==> src/rtl/audio_serial_core.sv <==
// Codec serial core: captures stereo ADC frames and plays stereo DAC frames from a small FIFO,
// in I2S (MODE 0) or left-justified (MODE 1) framing, with all codec clocks oversampled by clk.
module audio_serial_core #(
  parameter int SAMPLE_W = 24,
  parameter int DEPTH    = 4,
  parameter int MODE     = 0
) (
  input  logic                clk,
  input  logic                reset,
  input  logic                bclk,
  input  logic                adclrck,
  input  logic                adcdat,
  input  logic                daclrck,
  output logic                dacdat,
  output logic [SAMPLE_W-1:0] adc_left,
  output logic [SAMPLE_W-1:0] adc_right,
  output logic                adc_valid,
  input  logic [SAMPLE_W-1:0] dac_left,
  input  logic [SAMPLE_W-1:0] dac_right,
  input  logic                dac_valid,
  output logic                dac_ready,
  output logic [15:0]         dac_underrun_cnt
);

  localparam int AddrW = $clog2(DEPTH);
  localparam int CntW  = 6;
  localparam logic [CntW-1:0]  CntMax   = CntW'(SAMPLE_W + 1);
  localparam logic [CntW-1:0]  PosFirst = CntW'((MODE == 0) ? 1 : 0);
  localparam logic [CntW-1:0]  WordLen  = CntW'(SAMPLE_W);
  localparam logic [AddrW:0]   DepthC   = (AddrW + 1)'(DEPTH);

  // Synchronisers: [0],[1] are the 2-FF chain, [2] is the history flop.
  logic [2:0] bclk_sync_q, alr_sync_q, dlr_sync_q, adat_sync_q;

  always_ff @(posedge clk) begin
    bclk_sync_q <= {bclk_sync_q[1:0], bclk};
    alr_sync_q  <= {alr_sync_q[1:0], adclrck};
    dlr_sync_q  <= {dlr_sync_q[1:0], daclrck};
    adat_sync_q <= {adat_sync_q[1:0], adcdat};
  end

  logic b_rise, b_fall, alr_edge, alr_fall, dlr_edge, dlr_fall, dlr_level, adat;

  assign b_rise    = bclk_sync_q[1] & ~bclk_sync_q[2];
  assign b_fall    = ~bclk_sync_q[1] & bclk_sync_q[2];
  assign alr_edge  = alr_sync_q[1] ^ alr_sync_q[2];
  assign alr_fall  = ~alr_sync_q[1] & alr_sync_q[2];
  assign dlr_edge  = dlr_sync_q[1] ^ dlr_sync_q[2];
  assign dlr_fall  = ~dlr_sync_q[1] & dlr_sync_q[2];
  assign dlr_level = dlr_sync_q[1];
  // Data is taken one stage later, i.e. the value held just before the bclk rise.
  assign adat      = adat_sync_q[2];

  // ---------------------------------------------------------------- ADC capture
  logic [CntW-1:0]     adc_cnt_q, adc_cnt_d, adc_rel;
  logic [SAMPLE_W-1:0] adc_sr_q, adc_sr_d;
  logic [SAMPLE_W-1:0] left_hold_q, left_hold_d;
  logic                left_ok_q, left_ok_d;
  logic                armed_q, armed_d;
  logic [SAMPLE_W-1:0] adc_left_q, adc_left_d, adc_right_q, adc_right_d;
  logic                adc_valid_q, adc_valid_d;
  logic                adc_full;

  // Slot-relative position; below PosFirst it wraps to a large value and is rejected.
  assign adc_rel  = adc_cnt_q - PosFirst;
  assign adc_full = (adc_cnt_q >= PosFirst + WordLen);

  always_comb begin
    adc_cnt_d   = adc_cnt_q;
    adc_sr_d    = adc_sr_q;
    left_hold_d = left_hold_q;
    left_ok_d   = left_ok_q;
    armed_d     = armed_q;
    adc_left_d  = adc_left_q;
    adc_right_d = adc_right_q;
    adc_valid_d = 1'b0;
    if (alr_edge) begin
      adc_cnt_d = '0;
      adc_sr_d  = '0;
      if (alr_fall) begin
        if (armed_q && left_ok_q && adc_full) begin
          adc_left_d  = left_hold_q;
          adc_right_d = adc_sr_q;
          adc_valid_d = 1'b1;
        end
        armed_d   = 1'b1;
        left_ok_d = 1'b0;
      end else begin
        left_hold_d = adc_sr_q;
        left_ok_d   = armed_q && adc_full;
      end
    end else if (b_rise) begin
      if (adc_rel < WordLen) begin
        adc_sr_d = {adc_sr_q[SAMPLE_W-2:0], adat};
      end
      if (adc_cnt_q != CntMax) begin
        adc_cnt_d = adc_cnt_q + 1'b1;
      end
    end
  end

  always_ff @(posedge clk) begin
    if (reset) begin
      adc_cnt_q   <= '0;
      adc_sr_q    <= '0;
      left_hold_q <= '0;
      left_ok_q   <= 1'b0;
      armed_q     <= 1'b0;
      adc_left_q  <= '0;
      adc_right_q <= '0;
      adc_valid_q <= 1'b0;
    end else begin
      adc_cnt_q   <= adc_cnt_d;
      adc_sr_q    <= adc_sr_d;
      left_hold_q <= left_hold_d;
      left_ok_q   <= left_ok_d;
      armed_q     <= armed_d;
      adc_left_q  <= adc_left_d;
      adc_right_q <= adc_right_d;
      adc_valid_q <= adc_valid_d;
    end
  end

  assign adc_left  = adc_left_q;
  assign adc_right = adc_right_q;
  assign adc_valid = adc_valid_q;

  // ---------------------------------------------------------------- DAC FIFO
  logic [SAMPLE_W-1:0] mem_l_q [DEPTH];
  logic [SAMPLE_W-1:0] mem_r_q [DEPTH];
  logic [AddrW-1:0]    wr_ptr_q, wr_ptr_d, rd_ptr_q, rd_ptr_d;
  logic [AddrW:0]      count_q, count_d;
  logic                ready_en_q;
  logic                push, pop;

  assign dac_ready = ready_en_q && (count_q < DepthC);
  assign push      = dac_valid && dac_ready;
  assign pop       = dlr_fall && (count_q != '0);

  always_comb begin
    wr_ptr_d = wr_ptr_q;
    rd_ptr_d = rd_ptr_q;
    count_d  = count_q;
    if (push) begin
      wr_ptr_d = wr_ptr_q + 1'b1;
    end
    if (pop) begin
      rd_ptr_d = rd_ptr_q + 1'b1;
    end
    if (push && !pop) begin
      count_d = count_q + 1'b1;
    end else if (pop && !push) begin
      count_d = count_q - 1'b1;
    end
  end

  always_ff @(posedge clk) begin
    if (push) begin
      mem_l_q[wr_ptr_q] <= dac_left;
      mem_r_q[wr_ptr_q] <= dac_right;
    end
  end

  // ---------------------------------------------------------------- DAC playout
  logic [CntW-1:0]     dac_cnt_q, dac_cnt_d, dac_pos, dac_rel;
  logic [SAMPLE_W-1:0] play_l_q, play_l_d, play_r_q, play_r_d;
  logic [SAMPLE_W-1:0] dac_word, dac_shift;
  logic                dacdat_q, dacdat_d;
  logic [15:0]         und_q, und_d;

  always_comb begin
    play_l_d  = play_l_q;
    play_r_d  = play_r_q;
    und_d     = und_q;
    dac_cnt_d = dac_cnt_q;
    dacdat_d  = dacdat_q;
    dac_pos   = '0;
    dac_rel   = '0;
    dac_word  = '0;
    dac_shift = '0;
    if (dlr_fall) begin
      if (count_q != '0) begin
        play_l_d = mem_l_q[rd_ptr_q];
        play_r_d = mem_r_q[rd_ptr_q];
      end else begin
        play_l_d = '0;
        play_r_d = '0;
        if (und_q != 16'hFFFF) begin
          und_d = und_q + 16'd1;
        end
      end
    end
    if (dlr_edge) begin
      dac_cnt_d = '0;
    end else if (b_rise && (dac_cnt_q != CntMax)) begin
      dac_cnt_d = dac_cnt_q + 1'b1;
    end
    // The bit driven now is sampled at the next bclk rise, i.e. slot position dac_pos.
    if (b_fall) begin
      dac_pos  = dlr_edge ? '0 : dac_cnt_q;
      dac_rel  = dac_pos - PosFirst;
      dac_word = dlr_level ? play_r_d : play_l_d;
      dacdat_d = 1'b0;
      if (dac_rel < WordLen) begin
        dac_shift = dac_word << dac_rel;
        dacdat_d  = dac_shift[SAMPLE_W-1];
      end
    end
  end

  always_ff @(posedge clk) begin
    if (reset) begin
      wr_ptr_q   <= '0;
      rd_ptr_q   <= '0;
      count_q    <= '0;
      ready_en_q <= 1'b0;
      dac_cnt_q  <= '0;
      play_l_q   <= '0;
      play_r_q   <= '0;
      dacdat_q   <= 1'b0;
      und_q      <= '0;
    end else begin
      wr_ptr_q   <= wr_ptr_d;
      rd_ptr_q   <= rd_ptr_d;
      count_q    <= count_d;
      ready_en_q <= 1'b1;
      dac_cnt_q  <= dac_cnt_d;
      play_l_q   <= play_l_d;
      play_r_q   <= play_r_d;
      dacdat_q   <= dacdat_d;
      und_q      <= und_d;
    end
  end

  assign dacdat           = dacdat_q;
  assign dac_underrun_cnt = und_q;

endmodule

==> config.mk <==
export PLATFORM = sky130hd
export DESIGN_NAME = audio_serial_core
export DESIGN_NICKNAME = d
export VERILOG_FILES = /design/src/rtl/audio_serial_core.sv
export SDC_FILE = /design/constraint.sdc
export NUM_CORES = 1
export LEC_CHECK = 0
export ABC_AREA = 1
export CAP_MARGIN = 20
export CORE_ASPECT_RATIO = 1.25
export CORE_MARGIN = 2
export CORE_UTILIZATION = 60
export CTS_BUF_LIST = sky130_fd_sc_hd__clkbuf_4
export CTS_CLUSTER_SIZE = 10
export DETAILED_ROUTE_END_ITERATION = 6
export PLACE_DENSITY = 0.9
export SYNTH_ARGS = -nofsm -noshare
export SYNTH_HDL_FRONTEND = slang
export SYNTH_SLANG_ARGS = --single-unit
==> constraint.sdc <==
create_clock -name clk -period 4 [get_ports clk]
set_clock_uncertainty 0.15 [all_clocks]
set_input_delay 0.6 -clock clk [delete_from_list [all_inputs] [get_ports clk]]
set_output_delay 0.6 -clock clk [all_outputs]
set_load 0.02 [all_outputs]
==> summary.txt <==
GRT
  – Vias in the first global route: 11,669
  – Initial antenna violation count: 1
  – Largest net degree at the start of global routing: 97
  – Gr usage total: 26.06%
  – First-pass GRT wire length: 55,670 um
  – Overflow after GRT: 0

Floorplan
  – Die width: 146.2 um
  – I/O pin count: 122
  – Num rows: 65
  – Die area: 0.02657 mm2
  – Die Span Y: 181.7 um
  – Starting Density: 60.54%
  – Core box area: 0.02505 mm2

Power
  – Maximum vdd drop: 0.3770 mV
  – Static leakage: 0.006497 uW
  – PD cells: 469.5 mW/mm2

Clock network
  – Worst-path clk slew: 80 ps
  – H-tree Lvls: 3
  – Clk sink count: 390
  – Worst-Skew Late Latency: 710 ps
  – Clk buf depth: 3
  – TritonCTS buffer count: 89
  – Root buffer selected by CTS: clkbuf_4
  – Post-CTS Setup Bufs: 0
  – Cts repair resizes: 0
  – Cts hold-fix bufs: 0
  – CTS tree: built

Synth
  – Post-synthesis async set-or-reset flop share: 0%
  – Synth area leaders: edfxtp_1, dfxtp_1, nand3_1, nand2_1, a21oi_1
  – Number of enable flip-flop cells after synthesis: 192
  – Synth warn: 0
  – Top FF cell, synth: dfxtp_1
  – Synthesized cell area: 0.01516 mm2
  – Syn avg cell area: 9.684 um2
  – Share of the synthesized area in the top cell type: 38.02%
  – Cells after Synth: 1,566
  – Largest area contributor in the netlist: edfxtp_1
  – Register area share after synthesis: 64.16%
  – Post-Synthesis Net Count: 1,638
  – Seq cells post-synth: 390
  – Count of cell types in the netlist: 38

Route
  – Antenna Violating Nets Remaining: 0
  – Via count of the routed design: 11,906
  – DRT iter0 DRCs: 1,028
  – DRC: 0
  – Vias per cell: 5.613
  – 1st-pass router iterations: 7
  – Detailed-route wire length: 34,740 um
  – Routed len/inst: 16.38 um

STA
  – Slew at the pin with the worst max-slew slack: 1014 ps
  – Minimum clock period: 3030 ps
  – F_max: 330.0 MHz
  – Setup-failing EPs final: 0
  – Fin. max-slew vios: 0
  – Slack of the critical path: 969.7 ps
  – Final hold violations: 0
  – Slew HR: 32.40%
  – RSZ-0062 raised after global routing: false
  – TNS Setup: 0 ps
  – Final worst path period share: 75.76%

Run
  – Max_cap viols: 0

Place
  – Buffers added on ports: 121
  – Placed cell count: 1,960
  – Detailed Place HPWL: 21,760 um
  – GP Congestion: 0.9637
  – Pre-CTS setup slack: 1059 ps

Final layout
  – Filler cells: 1,733
  – Share of cells above drive strength 1: 10.20%
  – Layout area overhead: 17.43%
  – Post-layout net count: 1,789
  – Finished Layout Cells: 2,121

Critical path
  – Max FO, Critical Path: 61
  – Crit path DAT: 3450 ps
  – Critical path class: flop to flop
  – Worst EP required: 4420 ps
  – Startpoint type of the worst setup path: flop
  – Crit end category: flop

Hold path
  – Worst min path class: flop to flop

Outcome
  – Run status: completed
report_power, final:
| part | switching (uW) | total, uW | internal, uW |
|---|---|---|---|
| Sequential | 59.1 | 4410 | 4350 |
| Combinational | 563 | 832 | 269 |
| Clock | 1480 | 3120 | 1640 |
cells in the mapped netlist, types with 6 or more instances:
library cell  count
inv_1           142
nor2_1           96
dfxtp_1         198
clkbuf_1         51
nor3_1            6
buf_1             6
nand3_1         230
buf_2            15
nand2_1         292
nand4_1           6
ha_1             16
o21ai_0         129
buf_4             7
edfxtp_1        192
a21oi_1         137
registers in the layout (all words and copies together), names as in the netlist, named ones only:
signal            count
adat_sync_q           3
adc_cnt_q             6
adc_left             24
adc_right            24
adc_sr_q             24
adc_valid             1
alr_sync_q            3
armed_q               1
bclk_sync_q           3
count_q               3
dac_cnt_q             6
dac_underrun_cnt     16
dacdat                1
dlr_sync_q            3
left_hold_q          24
left_ok_q             1
mem_l_q              96
mem_r_q              96
play_l_q             24
play_r_q             24
rd_ptr_q              2
ready_en_q            1
wr_ptr_q              2
per-stage QoR:
stage | hold slack [ps] | utilization [%] | cell area, um2 | power (uW)
2_1_floorplan | 159.6 | - | 15160 | 5043
4_1_cts | 146.2 | 71.00 | 17780 | 8404
3_5_place_dp | 170.0 | 66.36 | 16620 | 5308
3_3_place_gp | 162.5 | 66.36 | 16620 | 5258
6_report | 182.2 | 71.09 | 17810 | 8360
5_1_grt | 167.7 | 71.09 | 17810 | 8741
worst paths after layout:
| kind | slack (ps) | to | depth (start not counted) | start |
|---|---|---|---|---|
| hold / removal | 180 | alr_sync_q[1] | 0 | alr_sync_q[0] |
| setup reg to reg | 970 | dacdat | 14 | flop |
| setup / recovery | 970 | dacdat | 14 | flop |
| hold reg to reg | 180 | alr_sync_q[1] | 0 | alr_sync_q[0] |
layout by cell type (no fill, tap or decap), types with 4 or more instances in the layout:
master / instances
nand2_1: 292
dfxtp_1: 197
nor2_4: 5
a21oi_1: 137
clkbuf_4: 132
nor2_1: 92
clkdlybuf4s50_1: 120
clkinv_1: 19
buf_4: 19
xor2_1: 4
inv_1: 142
nand4_1: 6
inv_2: 5
nand3_1: 229
ha_1: 16
nor3_1: 6
edfxtp_1: 192
o21ai_0: 129
logic make-up (layout without fill, tap and decap cells):
family | Yosys count | after routing | synth area share, %
other cells | 0 | 1 | 0
fa+ha+maj | 17 | 17 | 1.452
flops | 390 | 390 | 64.16
buf+inv | 230 | 449 | 6.188
simple gates | 642 | 642 | 18.31
compound gates | 280 | 280 | 9.489
xor+xnor | 7 | 7 | 0.4043
metal layers:
layer / up-vias / wire (um) / track usage (%)
met5: - / 0 / 0
met3: 113 / 2307 / 4.799
met1: 5591 / 12510 / 28.29
met4: 0 / 1418 / 13.67
li1: 5657 / - / -
met2: 545 / 18490 / 48.23
worst max-delay path, stage by stage, from the launching register on:
cell      delay, ps
dfxtp_2         340
clkinv_2        640
buf_4           510
nand2_1         110
nand3_1          90
nand3_1         210
nand3_1          90
nand2_1          80
nand2_1          60
nand3_1         110
nand3_1         130
nand3_1         130
nand3_1          90
nand2_1          80
a21oi_1          50
cell type report:
cell class | count | area [um2] | area share (%)
Sequential cell | 390 | 9731 | 54.64
Multi-Input combinational cell | 946 | 4532 | 25.45
Timing Repair Buffer | 143 | 1409 | 7.912
Clock buffer | 132 | 991.0 | 5.565
Inverter | 147 | 553.0 | 3.106
Tap cell | 335 | 419.2 | 2.354
Clock inverter | 27 | 170.2 | 0.9556
Antenna cell | 1 | 2.502 | 0.01405
Power figures use the tool's default switching activity.
